## config.mk

```make
export PLATFORM = sky130hd
export DESIGN_NAME = fetch_redirect_controller_flat
export DESIGN_NICKNAME = d
export VERILOG_FILES = /design/src/rtl/fetch_redirect_controller_pkg.sv /design/src/rtl/fetch_redirect_controller_if.sv /design/src/rtl/fetch_redirect_controller_sat_counter.sv /design/src/rtl/fetch_redirect_controller.sv /design/src/flat_wrapper.sv
export SDC_FILE = /design/constraint.sdc
export NUM_CORES = 1
export LEC_CHECK = 0
export CAP_MARGIN = 0
export CORE_MARGIN = 2
export CORE_UTILIZATION = 47
export CTS_CLUSTER_SIZE = 12
export DETAILED_ROUTE_END_ITERATION = 8
export GPL_TIMING_DRIVEN = 0
export PLACE_DENSITY = 0.94
export SLEW_MARGIN = 20
export SYNTH_ARGS = -nofsm -noshare
export SYNTH_HDL_FRONTEND = slang
export SYNTH_SLANG_ARGS = --single-unit
```

## constraint.sdc

```tcl
create_clock -name clk -period 7.5 [get_ports clk]
set_input_delay 1.5 -clock clk [delete_from_list [all_inputs] [get_ports clk]]
set_output_delay 1.5 -clock clk [all_outputs]
set_load 0.03 [all_outputs]
```

## src/rtl/fetch_redirect_controller_pkg.sv

```systemverilog
`default_nettype none
// ============================================================
// Package : fetch_redirect_controller_pkg
// Front-end writeback/fetch-target codes and redirect FSM states.
// Rev     : 1.0
// ============================================================
package fetch_redirect_controller_pkg;

  localparam logic [1:0] WB_NORMAL  = 2'd0;
  localparam logic [1:0] WB_HICCUP  = 2'd1;

  localparam logic [1:0] FT_SEQ     = 2'd0;
  localparam logic [1:0] FT_JALR    = 2'd1;
  localparam logic [1:0] FT_CORRECT = 2'd2;
  localparam logic [1:0] FT_HOLD    = 2'd3;

  typedef enum logic [1:0] {
    ST_RUN       = 2'd0,
    ST_LOAD_HOLD = 2'd1,
    ST_JALR_WAIT = 2'd2,
    ST_FLUSH     = 2'd3
  } fr_state_e;

  function automatic logic [31:0] align_pc(input logic [31:0] a);
    return {a[31:2], 2'b00};
  endfunction

endpackage
`default_nettype wire

```

## src/rtl/fetch_redirect_controller_if.sv

```systemverilog
`default_nettype none
// ============================================================
// Interface : fetch_redirect_if
// Predictor/decode/execute feedback into the redirect controller.
// Rev       : 1.0
// ============================================================
interface fetch_redirect_if #(
  parameter int PERF_WIDTH = 32
);
  logic [31:0]           predict_pc;
  logic [4:0]            fetch_rs1;
  logic [4:0]            fetch_rs2;
  logic                  fetch_is_jalr;
  logic                  dec_valid;
  logic                  dec_is_load;
  logic [4:0]            dec_rd;
  logic                  jalr_resolve;
  logic [31:0]           jalr_target;
  logic                  mispredict;
  logic [31:0]           correct_pc;
  logic [31:0]           pc;
  logic                  fetch_stall;
  logic                  insert_bubble;
  logic                  flush_front;
  logic [1:0]            state;
  logic [PERF_WIDTH-1:0] stall_count;
  logic [PERF_WIDTH-1:0] flush_count;

  modport slave (
    input  predict_pc, fetch_rs1, fetch_rs2, fetch_is_jalr, dec_valid, dec_is_load,
           dec_rd, jalr_resolve, jalr_target, mispredict, correct_pc,
    output pc, fetch_stall, insert_bubble, flush_front, state, stall_count, flush_count
  );

  modport master (
    output predict_pc, fetch_rs1, fetch_rs2, fetch_is_jalr, dec_valid, dec_is_load,
           dec_rd, jalr_resolve, jalr_target, mispredict, correct_pc,
    input  pc, fetch_stall, insert_bubble, flush_front, state, stall_count, flush_count
  );
endinterface
`default_nettype wire

```

## src/rtl/fetch_redirect_controller_sat_counter.sv

```systemverilog
`default_nettype none
// ============================================================
// Module : sat_counter
// Up-counter that sticks at all-ones; synchronous clear.
// Rev    : 1.0
// ============================================================
module sat_counter #(
  parameter int WIDTH = 32
) (
  input  logic             clk,
  input  logic             reset,
  input  logic             inc,
  input  logic             clear,
  output logic [WIDTH-1:0] count
);

  logic [WIDTH-1:0] r_count;

  always_ff @(posedge clk) begin
    if (!reset || clear) begin
      r_count <= '0;
    end else if (inc && (r_count != {WIDTH{1'b1}})) begin
      r_count <= r_count + WIDTH'(1);
    end
  end

  assign count = r_count;

endmodule
`default_nettype wire

```

## src/rtl/fetch_redirect_controller.sv

```systemverilog
`default_nettype none
// ============================================================
// Module : fetch_redirect_controller
// Next-fetch-PC select with load-use, JALR-wait and mispredict sequencing.
// Rev    : 1.0
// ============================================================
module fetch_redirect_controller
  import fetch_redirect_controller_pkg::*;
#(
  parameter logic [31:0] RESET_PC   = 32'h0000_0000,
  parameter int          PERF_WIDTH = 32
) (
  input  logic             clk,
  input  logic             reset,
  fetch_redirect_if.slave  bus
);

  fr_state_e   r_state;
  fr_state_e   w_state_nxt;
  logic [31:0] r_pc;
  logic [31:0] w_pc_nxt;
  logic [1:0]  w_pc_sel;
  logic        w_load_use;

  assign w_load_use = bus.dec_valid && bus.dec_is_load && (bus.dec_rd != 5'd0) &&
                      ((bus.dec_rd == bus.fetch_rs1) || (bus.dec_rd == bus.fetch_rs2));

  // Hazards are only examined in RUN, so LOAD_HOLD can never re-stall itself.
  always_comb begin
    w_state_nxt = r_state;
    w_pc_sel    = FT_HOLD;
    if (bus.mispredict) begin
      w_pc_sel    = FT_CORRECT;
      w_state_nxt = ST_FLUSH;
    end else begin
      case (r_state)
        ST_RUN: begin
          if (w_load_use) begin
            w_state_nxt = ST_LOAD_HOLD;
          end else if (bus.fetch_is_jalr) begin
            w_state_nxt = ST_JALR_WAIT;
          end else begin
            w_pc_sel = FT_SEQ;
          end
        end
        ST_LOAD_HOLD: begin
          w_state_nxt = ST_RUN;
        end
        ST_JALR_WAIT: begin
          if (bus.jalr_resolve) begin
            w_pc_sel    = FT_JALR;
            w_state_nxt = ST_RUN;
          end
        end
        ST_FLUSH: begin
          w_pc_sel    = FT_SEQ;
          w_state_nxt = ST_RUN;
        end
        default: begin
          w_state_nxt = ST_RUN;
        end
      endcase
    end
  end

  always_comb begin
    case (w_pc_sel)
      FT_SEQ:     w_pc_nxt = align_pc(bus.predict_pc);
      FT_JALR:    w_pc_nxt = align_pc(bus.jalr_target);
      FT_CORRECT: w_pc_nxt = align_pc(bus.correct_pc);
      default:    w_pc_nxt = r_pc;
    endcase
  end

  always_ff @(posedge clk) begin
    if (!reset) begin
      r_state <= ST_RUN;
      r_pc    <= RESET_PC;
    end else begin
      r_state <= w_state_nxt;
      r_pc    <= w_pc_nxt;
    end
  end

  assign bus.pc            = r_pc;
  assign bus.state         = r_state;
  assign bus.fetch_stall   = (r_state == ST_LOAD_HOLD) || (r_state == ST_JALR_WAIT);
  assign bus.insert_bubble = (r_state != ST_RUN);
  assign bus.flush_front   = (r_state == ST_FLUSH);

  sat_counter #(.WIDTH(PERF_WIDTH)) u_stall_cnt (
    .clk   (clk),
    .reset (reset),
    .inc   (bus.insert_bubble),
    .clear (1'b0),
    .count (bus.stall_count)
  );

  sat_counter #(.WIDTH(PERF_WIDTH)) u_flush_cnt (
    .clk   (clk),
    .reset (reset),
    .inc   (bus.flush_front),
    .clear (1'b0),
    .count (bus.flush_count)
  );

endmodule
`default_nettype wire

```

## src/flat_wrapper.sv

```systemverilog
// flat-port wrapper written by rule: the top's interface ports become plain ports
module fetch_redirect_controller_flat import fetch_redirect_controller_pkg::*;
#(
  parameter logic [31:0] RESET_PC   = 32'h0000_0000,
  parameter int          PERF_WIDTH = 32
)
  (clk, reset, bus_predict_pc, bus_fetch_rs1, bus_fetch_rs2, bus_fetch_is_jalr, bus_dec_valid, bus_dec_is_load, bus_dec_rd, bus_jalr_resolve, bus_jalr_target, bus_mispredict, bus_correct_pc, bus_pc, bus_fetch_stall, bus_insert_bubble, bus_flush_front, bus_state, bus_stall_count, bus_flush_count);
  fetch_redirect_if #(.PERF_WIDTH(PERF_WIDTH)) bus_i ();
  input  logic clk;
  input  logic reset;
  input wire logic [$bits(bus_i.predict_pc)-1:0] bus_predict_pc;
  input wire logic [$bits(bus_i.fetch_rs1)-1:0] bus_fetch_rs1;
  input wire logic [$bits(bus_i.fetch_rs2)-1:0] bus_fetch_rs2;
  input wire logic [$bits(bus_i.fetch_is_jalr)-1:0] bus_fetch_is_jalr;
  input wire logic [$bits(bus_i.dec_valid)-1:0] bus_dec_valid;
  input wire logic [$bits(bus_i.dec_is_load)-1:0] bus_dec_is_load;
  input wire logic [$bits(bus_i.dec_rd)-1:0] bus_dec_rd;
  input wire logic [$bits(bus_i.jalr_resolve)-1:0] bus_jalr_resolve;
  input wire logic [$bits(bus_i.jalr_target)-1:0] bus_jalr_target;
  input wire logic [$bits(bus_i.mispredict)-1:0] bus_mispredict;
  input wire logic [$bits(bus_i.correct_pc)-1:0] bus_correct_pc;
  output wire logic [$bits(bus_i.pc)-1:0] bus_pc;
  output wire logic [$bits(bus_i.fetch_stall)-1:0] bus_fetch_stall;
  output wire logic [$bits(bus_i.insert_bubble)-1:0] bus_insert_bubble;
  output wire logic [$bits(bus_i.flush_front)-1:0] bus_flush_front;
  output wire logic [$bits(bus_i.state)-1:0] bus_state;
  output wire logic [$bits(bus_i.stall_count)-1:0] bus_stall_count;
  output wire logic [$bits(bus_i.flush_count)-1:0] bus_flush_count;
  assign bus_i.predict_pc = bus_predict_pc;
  assign bus_i.fetch_rs1 = bus_fetch_rs1;
  assign bus_i.fetch_rs2 = bus_fetch_rs2;
  assign bus_i.fetch_is_jalr = bus_fetch_is_jalr;
  assign bus_i.dec_valid = bus_dec_valid;
  assign bus_i.dec_is_load = bus_dec_is_load;
  assign bus_i.dec_rd = bus_dec_rd;
  assign bus_i.jalr_resolve = bus_jalr_resolve;
  assign bus_i.jalr_target = bus_jalr_target;
  assign bus_i.mispredict = bus_mispredict;
  assign bus_i.correct_pc = bus_correct_pc;
  assign bus_pc = bus_i.pc;
  assign bus_fetch_stall = bus_i.fetch_stall;
  assign bus_insert_bubble = bus_i.insert_bubble;
  assign bus_flush_front = bus_i.flush_front;
  assign bus_state = bus_i.state;
  assign bus_stall_count = bus_i.stall_count;
  assign bus_flush_count = bus_i.flush_count;
  fetch_redirect_controller #(.RESET_PC(RESET_PC), .PERF_WIDTH(PERF_WIDTH)) u_core (.clk(clk), .reset(reset), .bus(bus_i));
endmodule
```

==> results of run 1 <==
-- path summary, 6_finish.rpt --
kind,startpoint,endpoint,slack (ns),depth (start not counted)
worst max-delay path,bus_dec_rd[0],u_core.bus.pc[6],3.21,10
worst max register to register,u_core.bus.state[0],u_core.bus.pc[6],4.56,11
worst min register to register,u_core.bus.pc[2],u_core.bus.pc[2],0.46,2
worst min-delay path,u_core.bus.pc[2],u_core.bus.pc[2],0.46,2
-- synthesized netlist by cell type (3+ instances only) --
| master | n | area share (%) |
|---|---|---|
| xor2_1 | 5 | 0.84 |
| nor2_1 | 24 | 1.7 |
| xnor2_1 | 19 | 3.2 |
| nand3b_1 | 3 | 0.43 |
| ha_1 | 9 | 2.2 |
| a21oi_1 | 72 | 6.9 |
| a211o_1 | 30 | 5.0 |
| nand2_1 | 69 | 5.0 |
| o21a_1 | 3 | 0.43 |
| nor4_1 | 10 | 1.2 |
| nor3_1 | 5 | 0.48 |
| a211oi_1 | 4 | 0.58 |
| a221oi_1 | 30 | 5.0 |
| nand3_1 | 26 | 2.5 |
| o21ai_0 | 16 | 1.5 |
| or4_1 | 13 | 1.9 |
| nand4_1 | 13 | 1.6 |
| buf_1 | 3 | 0.22 |
| and2_1 | 3 | 0.36 |
| and4_1 | 9 | 1.5 |
| o21ai_1 | 12 | 1.2 |
| buf_2 | 6 | 0.58 |
| o31ai_1 | 13 | 1.9 |
| buf_4 | 3 | 0.43 |
| mux2i_1 | 3 | 0.58 |
| o211ai_1 | 3 | 0.43 |
| inv_1 | 43 | 3.1 |
| dfxtp_1 | 96 | 37 |
| clkbuf_1 | 31 | 2.2 |
| or3_1 | 24 | 2.9 |
-- logic make-up after synthesis --
kind of cell	after synthesis	synth area share (%)
AOI/OAI and AO/OA	201	26.08
adders and majority gates	9	2.157
and+or+nand+nor	218	23.59
DFF	96	36.82
other	1	0.07184
buffers and inverters	88	6.687
muxes	3	0.5753
xor gates and xnor gates	24	4.027
-- flip-flops by register name (all words and copies together), names as in the netlist --
name and flops:
u_core.bus.state 2, u_core.bus.pc 30, u_core.u_flush_cnt.count 32, u_core.u_stall_cnt.count 32
-- power by group through the flow --
stage	logic, mW	clock network, mW	registers [mW]
floorplan	0.171	0	0.639
global placement	0.412	0	0.575
detailed placement	0.417	0	0.575
CTS	0.419	0.365	0.564
global route	0.454	0.384	0.568
finish	0.420	0.362	0.565
-- metal layers --
layer  wire length (microns)  part of all wire [%]  GRT usage, %  vias up
met4                     263                   1.6         7.866        0
met2                    8519                    51         48.77      236
met3                    1371                   8.2         8.358       27
met5                       0                     0             0        -
met1                    6528                    39         33.65     2769
li1                        -                     -             -     2826
-- area by class of cell --
class,instances,share of cell area (%)
clock inverter,4,0.6656
clock buffer,12,2.013
sequential,96,24.94
buffer,43,2.338
multi-input combinational,457,38.31
tap,140,2.273
inverter,45,2.192
timing repair buffer,210,27.27
-- critical path, stage by stage --
cell	delay (ns)
clkdlybuf4s50_1	0.47
or4_1	0.57
o2111ai_1	0.35
a21oi_1	0.16
ha_1	0.29
clkbuf_1	0.24
clkbuf_1	0.40
a221oi_1	0.15
a211o_1	0.31
a21oi_1	0.15
-- per-stage QoR --
| stage | hold slack, ns | total power [mW] |
|---|---|---|
| after floorplan | 0.5800 | 0.8099 |
| after global placement | 0.4468 | 0.9861 |
| final | 0.4649 | 1.347 |
| after CTS | 0.4661 | 1.348 |
| after detailed placement | 0.4528 | 0.9917 |
| after global routing | 0.4821 | 1.406 |
==> flow_metrics.tcl, run 1 <==
set metrics [dict create \
    status "finished, final reports clean" \
    dp_hpwl_microns 12870 \
    ant_nets 0 \
    firstDrtPassIters 5 \
    instances_no_fill 1007 \
    crit_required_ns 7.81 \
    power.density_nw_per_um2 174.7 \
    mostFrequentLayoutCells "clkdlybuf4s50_1, dfxtp_1, a21oi_1" \
    min_period_ns 4.285 \
    io_buffers 210 \
    fp.dieW_microns 109.4 \
    slew_headroom_pct 59.10 \
    ys_dominant_reg_cell "dfxtp_1" \
    coreArea_sq_um 10840 \
    nets 989 \
    cts_tree "yes" \
    h-tree-depth 3 \
    fin_ws_ns 3.215 \
    synth_area_sq_um 5220 \
    pre_cts_ws_ns 2.804 \
    cts-root-buf "clkbuf_8" \
    grt_max_degree 16 \
    p_clk_share_pct 26.8 \
    path_class "input port to flip-flop" \
    clkTransAtPathRegs_ns 0.08 \
    antenna_found_initial 0 \
    crit_fanout 10 \
    seq_area_frac_synth_pct 36.82 \
    crit_arrival_ns 4.59 \
    grt_pass1_wl_microns 26460 \
    first_global_vias 5376 \
    start_util_pct 48.15 \
    start_kind "input port" \
    place_inst 991 \
    finalCritPeriodShare_pct 57.13 \
    post-cts-setup-buffers 0 \
    rsz0062_at_grt "false" \
    wire_per_inst_microns 16.57 \
    p_sw_share_pct 32.27 \
    setup_violations 0 \
    mostFrequentLayoutCell "clkdlybuf4s50_1" \
    cts_resized 0 \
    row_count 38 \
    multi_input_area_sq_um 2953 \
    max_freq_mhz 233.4 \
    syn_avg_cell_area_sq_um 8.156 \
    grt_usage_pct 28.11 \
    synth_edf_count 0 \
    endpoint_kind "flip-flop" \
    switchingPower_mw 0.4345 \
    drc 0 \
    drive_gt1_share_pct 3.922 \
    area_growth_pct 47.65 \
    finalClockSkew_ns 0.01196 \
    finalHoldViolations 0 \
    gp_congestion 0.8720 \
    cts_sinks 96 \
    worst_slew_pin_slew_ns 0.6084 \
    ys_seq_elements 96 \
    clock_latency_ns 0.38 \
    postCtsHoldBufs 0 \
    static-leakage-power_nw 2.711 \
    fillCellCount 862 \
    routed_wirelength_microns 16680 \
    peakVddDrop_uv 150.8 \
    io_pins 219 \
    postPlaceCellArea_sq_um 7501 \
    drtIter0Drc 368 \
    antenna_cells 0 \
    cts_buffers 9 \
    stdcell_area_sq_um 7707 \
    pwr-share-comb_pct 31.2 \
    vias 5858 \
    vias_per_cell 5.817 \
    die_y_microns 109.4 \
    p_int_mw 0.9121 \
    slew_viol_final 0 \
    cts_buffer_depth 2 \
    drv_cap 0 \
    totalNegativeSetupSlack_ns 0 \
    yosysUniqueCellTypes 59 \
    p_seq_share_pct 41.9 \
    async_reset_ff_share_pct 0 \
    synth_cells 640 \
    grt_overflow_total 0 \
    yosys_warnings 0 \
    min_path_type "flip-flop to flip-flop" \
    regArea_sq_um 1922 \
    final_util_pct 71.10 \
    dieArea_sq_um 11970 \
]
(Power assumes the default switching activity.)
==> run 2: changes to the inputs <==
--- a/config.mk
+++ b/config.mk
@@ -7,11 +7,11 @@
 export LEC_CHECK = 0
 export CAP_MARGIN = 0
 export CORE_MARGIN = 2
-export CORE_UTILIZATION = 47
+export CORE_UTILIZATION = 43
 export CTS_CLUSTER_SIZE = 12
 export DETAILED_ROUTE_END_ITERATION = 8
 export GPL_TIMING_DRIVEN = 0
-export PLACE_DENSITY = 0.94
+export PLACE_DENSITY = 0.88
 export SLEW_MARGIN = 20
 export SYNTH_ARGS = -nofsm -noshare
 export SYNTH_HDL_FRONTEND = slang
==> constraint.sdc (replaced) <==
create_clock -name clk -period 4.32 [get_ports clk]
set_input_delay 0.864 -clock clk [delete_from_list [all_inputs] [get_ports clk]]
set_output_delay 0.864 -clock clk [all_outputs]
set_load 0.03 [all_outputs]
==> run 2 against run 1 <==
  * First-iteration DRC count shrank 22%
  * Setup slack lost 2.6 ns
  * Total power grew 89%
  * Via count shrank 1.4%
  * Critical path type unchanged
  * Highest routed layer unchanged
  * Sequential power grew 74%
  * Combinational power grew 73%
  * Critical path depth is the same
  * Sequential cell count is the same
==> flow_metrics.tcl, run 2 (synthesis gave the netlist of run 1 again) <==
set metrics [dict create \
    antenna_cells 0 \
    drv_cap 0 \
    worst_slew_pin_slew_ns 0.6293 \
    firstDrtPassIters 5 \
    setup_violations 0 \
    stdcell_area_sq_um 7815 \
    finalCritPeriodShare_pct 85.72 \
    dp_hpwl_microns 12690 \
    vias_per_cell 5.695 \
    io_buffers 210 \
    crit_required_ns 4.59 \
    slew_headroom_pct 58.05 \
    coreArea_sq_um 11910 \
    grt_max_degree 17 \
    r2r_cells 11 \
    nets 989 \
    start_kind "input port" \
    cts_resized 0 \
    cts_buffer_depth 2 \
    crit_fanout 10 \
    start_util_pct 43.82 \
    first_global_vias 5441 \
    regToRegSetupSlack_ns 1.26 \
    mostFrequentLayoutCells "clkdlybuf4s50_1, dfxtp_1, a21oi_1" \
    h-tree-depth 3 \
    wire_per_inst_microns 16.27 \
    r2r-end "u_core.bus.pc[21]" \
    min_path_type "flip-flop to flip-flop" \
    status "finished, final reports clean" \
    crit_arrival_ns 3.97 \
    drc 0 \
    static-leakage-power_nw 2.751 \
    crit_chain "clkdlybuf4s50_1, or4_1, o2111ai_1, a21oi_1, ha_1, clkbuf_1, clkbuf_1, a221oi_1, a211o_1, a21oi_1" \
    routed_wirelength_microns 16500 \
    fp.dieW_microns 114.2 \
    clock_latency_ns 0.34 \
    finalHoldViolations 0 \
    rsz0062_at_grt "false" \
    min_period_ns 3.703 \
    io_pins 219 \
    power.density_nw_per_um2 324.8 \
    p_total_mw 2.538 \
    cts_tree "yes" \
    slew_viol_final 0 \
    grt_usage_pct 25.47 \
    endpoint_kind "flip-flop" \
    slowest_delay_ns 0.57 \
    area_growth_pct 49.71 \
    drive_gt1_share_pct 3.922 \
    regArea_sq_um 1922 \
    finalClockSkew_ns 0.008108 \
    mostFrequentLayoutCell "clkdlybuf4s50_1" \
    max_freq_mhz 270.0 \
    clkTransAtPathRegs_ns 0.07 \
    min_from "u_core.bus.pc[2]" \
    antenna_found_initial 0 \
    vias 5775 \
    cts-root-buf "clkbuf_16" \
    grt_pass1_wl_microns 26840 \
    fillCellCount 1019 \
    crit_slowest_cell "or4_1" \
    drtIter0Drc 286 \
    multi_input_area_sq_um 2953 \
    totalNegativeSetupSlack_ns 0 \
    dieArea_sq_um 13040 \
    post-cts-setup-buffers 0 \
    cts_sinks 96 \
    postCtsHoldBufs 0 \
    final_util_pct 65.61 \
    gp_congestion 0.8651 \
    postPlaceCellArea_sq_um 7510 \
    grt_overflow_total 0 \
    ant_nets 0 \
    path_class "input port to flip-flop" \
    holdPathStages 2 \
    rr_startpoint "u_core.bus.state[0]" \
    row_count 40 \
    peakVddDrop_uv 206.2 \
    cts_buffers 9 \
    die_y_microns 114.2 \
    min_to "u_core.bus.pc[2]" \
]
==> run 2: cell count changes in the layout (fill, tap and decap cells not counted), sizes merged <==
| cell | before | now |
|---|---|---|
| clkbuf | 43 | 42 |
| clkinv | 3 | 2 |
| clkinvlp | 1 | 2 |
| inv | 44 | 45 |
==> run 2: layer usage <==
layer	track usage (%)	wire length (microns)	part of all wire, %
met2	43.89	8021	49
met1	31.22	6846	41
met5	0	0	0
met3	5.717	1236	7.5
met4	9.187	397	2.4
==> run 2: how the worst max path moves through the flow <==
stage / from / end / slack, ns / depth (start not counted)
2_1_floorplan: bus_dec_rd[0] / u_core.bus.pc[16] / 1.26 / 9
3_3_place_gp: bus_dec_rd[0] / u_core.bus.pc[21] / 0.32 / 10
3_5_place_dp: bus_dec_rd[0] / u_core.bus.pc[21] / 0.27 / 10
4_1_cts: bus_dec_rd[0] / u_core.bus.pc[21] / 0.62 / 10
5_1_grt: bus_dec_rd[0] / u_core.bus.pc[21] / 0.35 / 10
6_report: bus_dec_rd[0] / u_core.bus.pc[21] / 0.62 / 10
==> run 2: critical path: cells and delay by family <==
| kind | cells | cell delay [ns] |
|---|---|---|
| and+or+nand+nor | 1 | 0.57 |
| buffers and inverters | 3 | 1.14 |
| AOI/OAI and AO/OA | 5 | 1.10 |
| adders and majority gates | 1 | 0.29 |
==> run 2: final cells by class <==
cell class	count	share of cell area [%]
Multi-Input combinational cell	457	37.78
Clock inverter	5	0.8005
Clock buffer	11	3.106
Inverter	45	2.161
Timing Repair Buffer	210	26.90
Sequential cell	96	24.59
Buffer	43	2.305
Tap cell	147	2.353
==> run 2: report_power, final <==
| group | switching (mW) | total (mW) | internal (mW) |
|---|---|---|---|
| registers | 0.0373 | 0.981 | 0.944 |
| logic | 0.387 | 0.727 | 0.339 |
| clock network | 0.361 | 0.831 | 0.470 |
==> run 2: through the flow <==
| stage | instances | hold slack, ns | worst slack, ns |
|---|---|---|---|
| finish | 1014 | 0.4633 | 0.6169 |
| global route | 1014 | 0.4813 | 0.3460 |
| CTS | 1014 | 0.4610 | 0.6161 |
| detailed placement | 998 | 0.4529 | 0.2707 |
| global placement | 998 | 0.4447 | 0.3192 |
| floorplan | 641 | 0.5800 | 1.261 |
==> run 3: changes to the inputs <==
--- a/config.mk
+++ b/config.mk
@@ -5,13 +5,12 @@
 export SDC_FILE = /design/constraint.sdc
 export NUM_CORES = 1
 export LEC_CHECK = 0
-export CAP_MARGIN = 0
 export CORE_MARGIN = 2
-export CORE_UTILIZATION = 43
+export CORE_UTILIZATION = 47
 export CTS_CLUSTER_SIZE = 12
 export DETAILED_ROUTE_END_ITERATION = 8
 export GPL_TIMING_DRIVEN = 0
-export PLACE_DENSITY = 0.88
+export PLACE_DENSITY = 0.94
 export SLEW_MARGIN = 20
 export SYNTH_ARGS = -nofsm -noshare
 export SYNTH_HDL_FRONTEND = slang
==> constraint.sdc (replaced) <==
create_clock -name clk -period 4.61 [get_ports clk]
set_input_delay 0.922 -clock clk [delete_from_list [all_inputs] [get_ports clk]]
set_output_delay 0.922 -clock clk [all_outputs]
set_load 0.03 [all_outputs]
==> results of run 3 <==
The final DEF is identical to that of run 1. Status: finished, final reports clean.
Main changes from that run: setup slack after placement 2.804 ns -> 0.4921 ns; setup slack after layout 3.215 ns -> 0.9030 ns; register-to-register setup slack 4.56 ns -> 1.67 ns; total power 1.347 mW -> 2.191 mW; worst IR drop on VDD 150.8 uV -> 245.4 uV
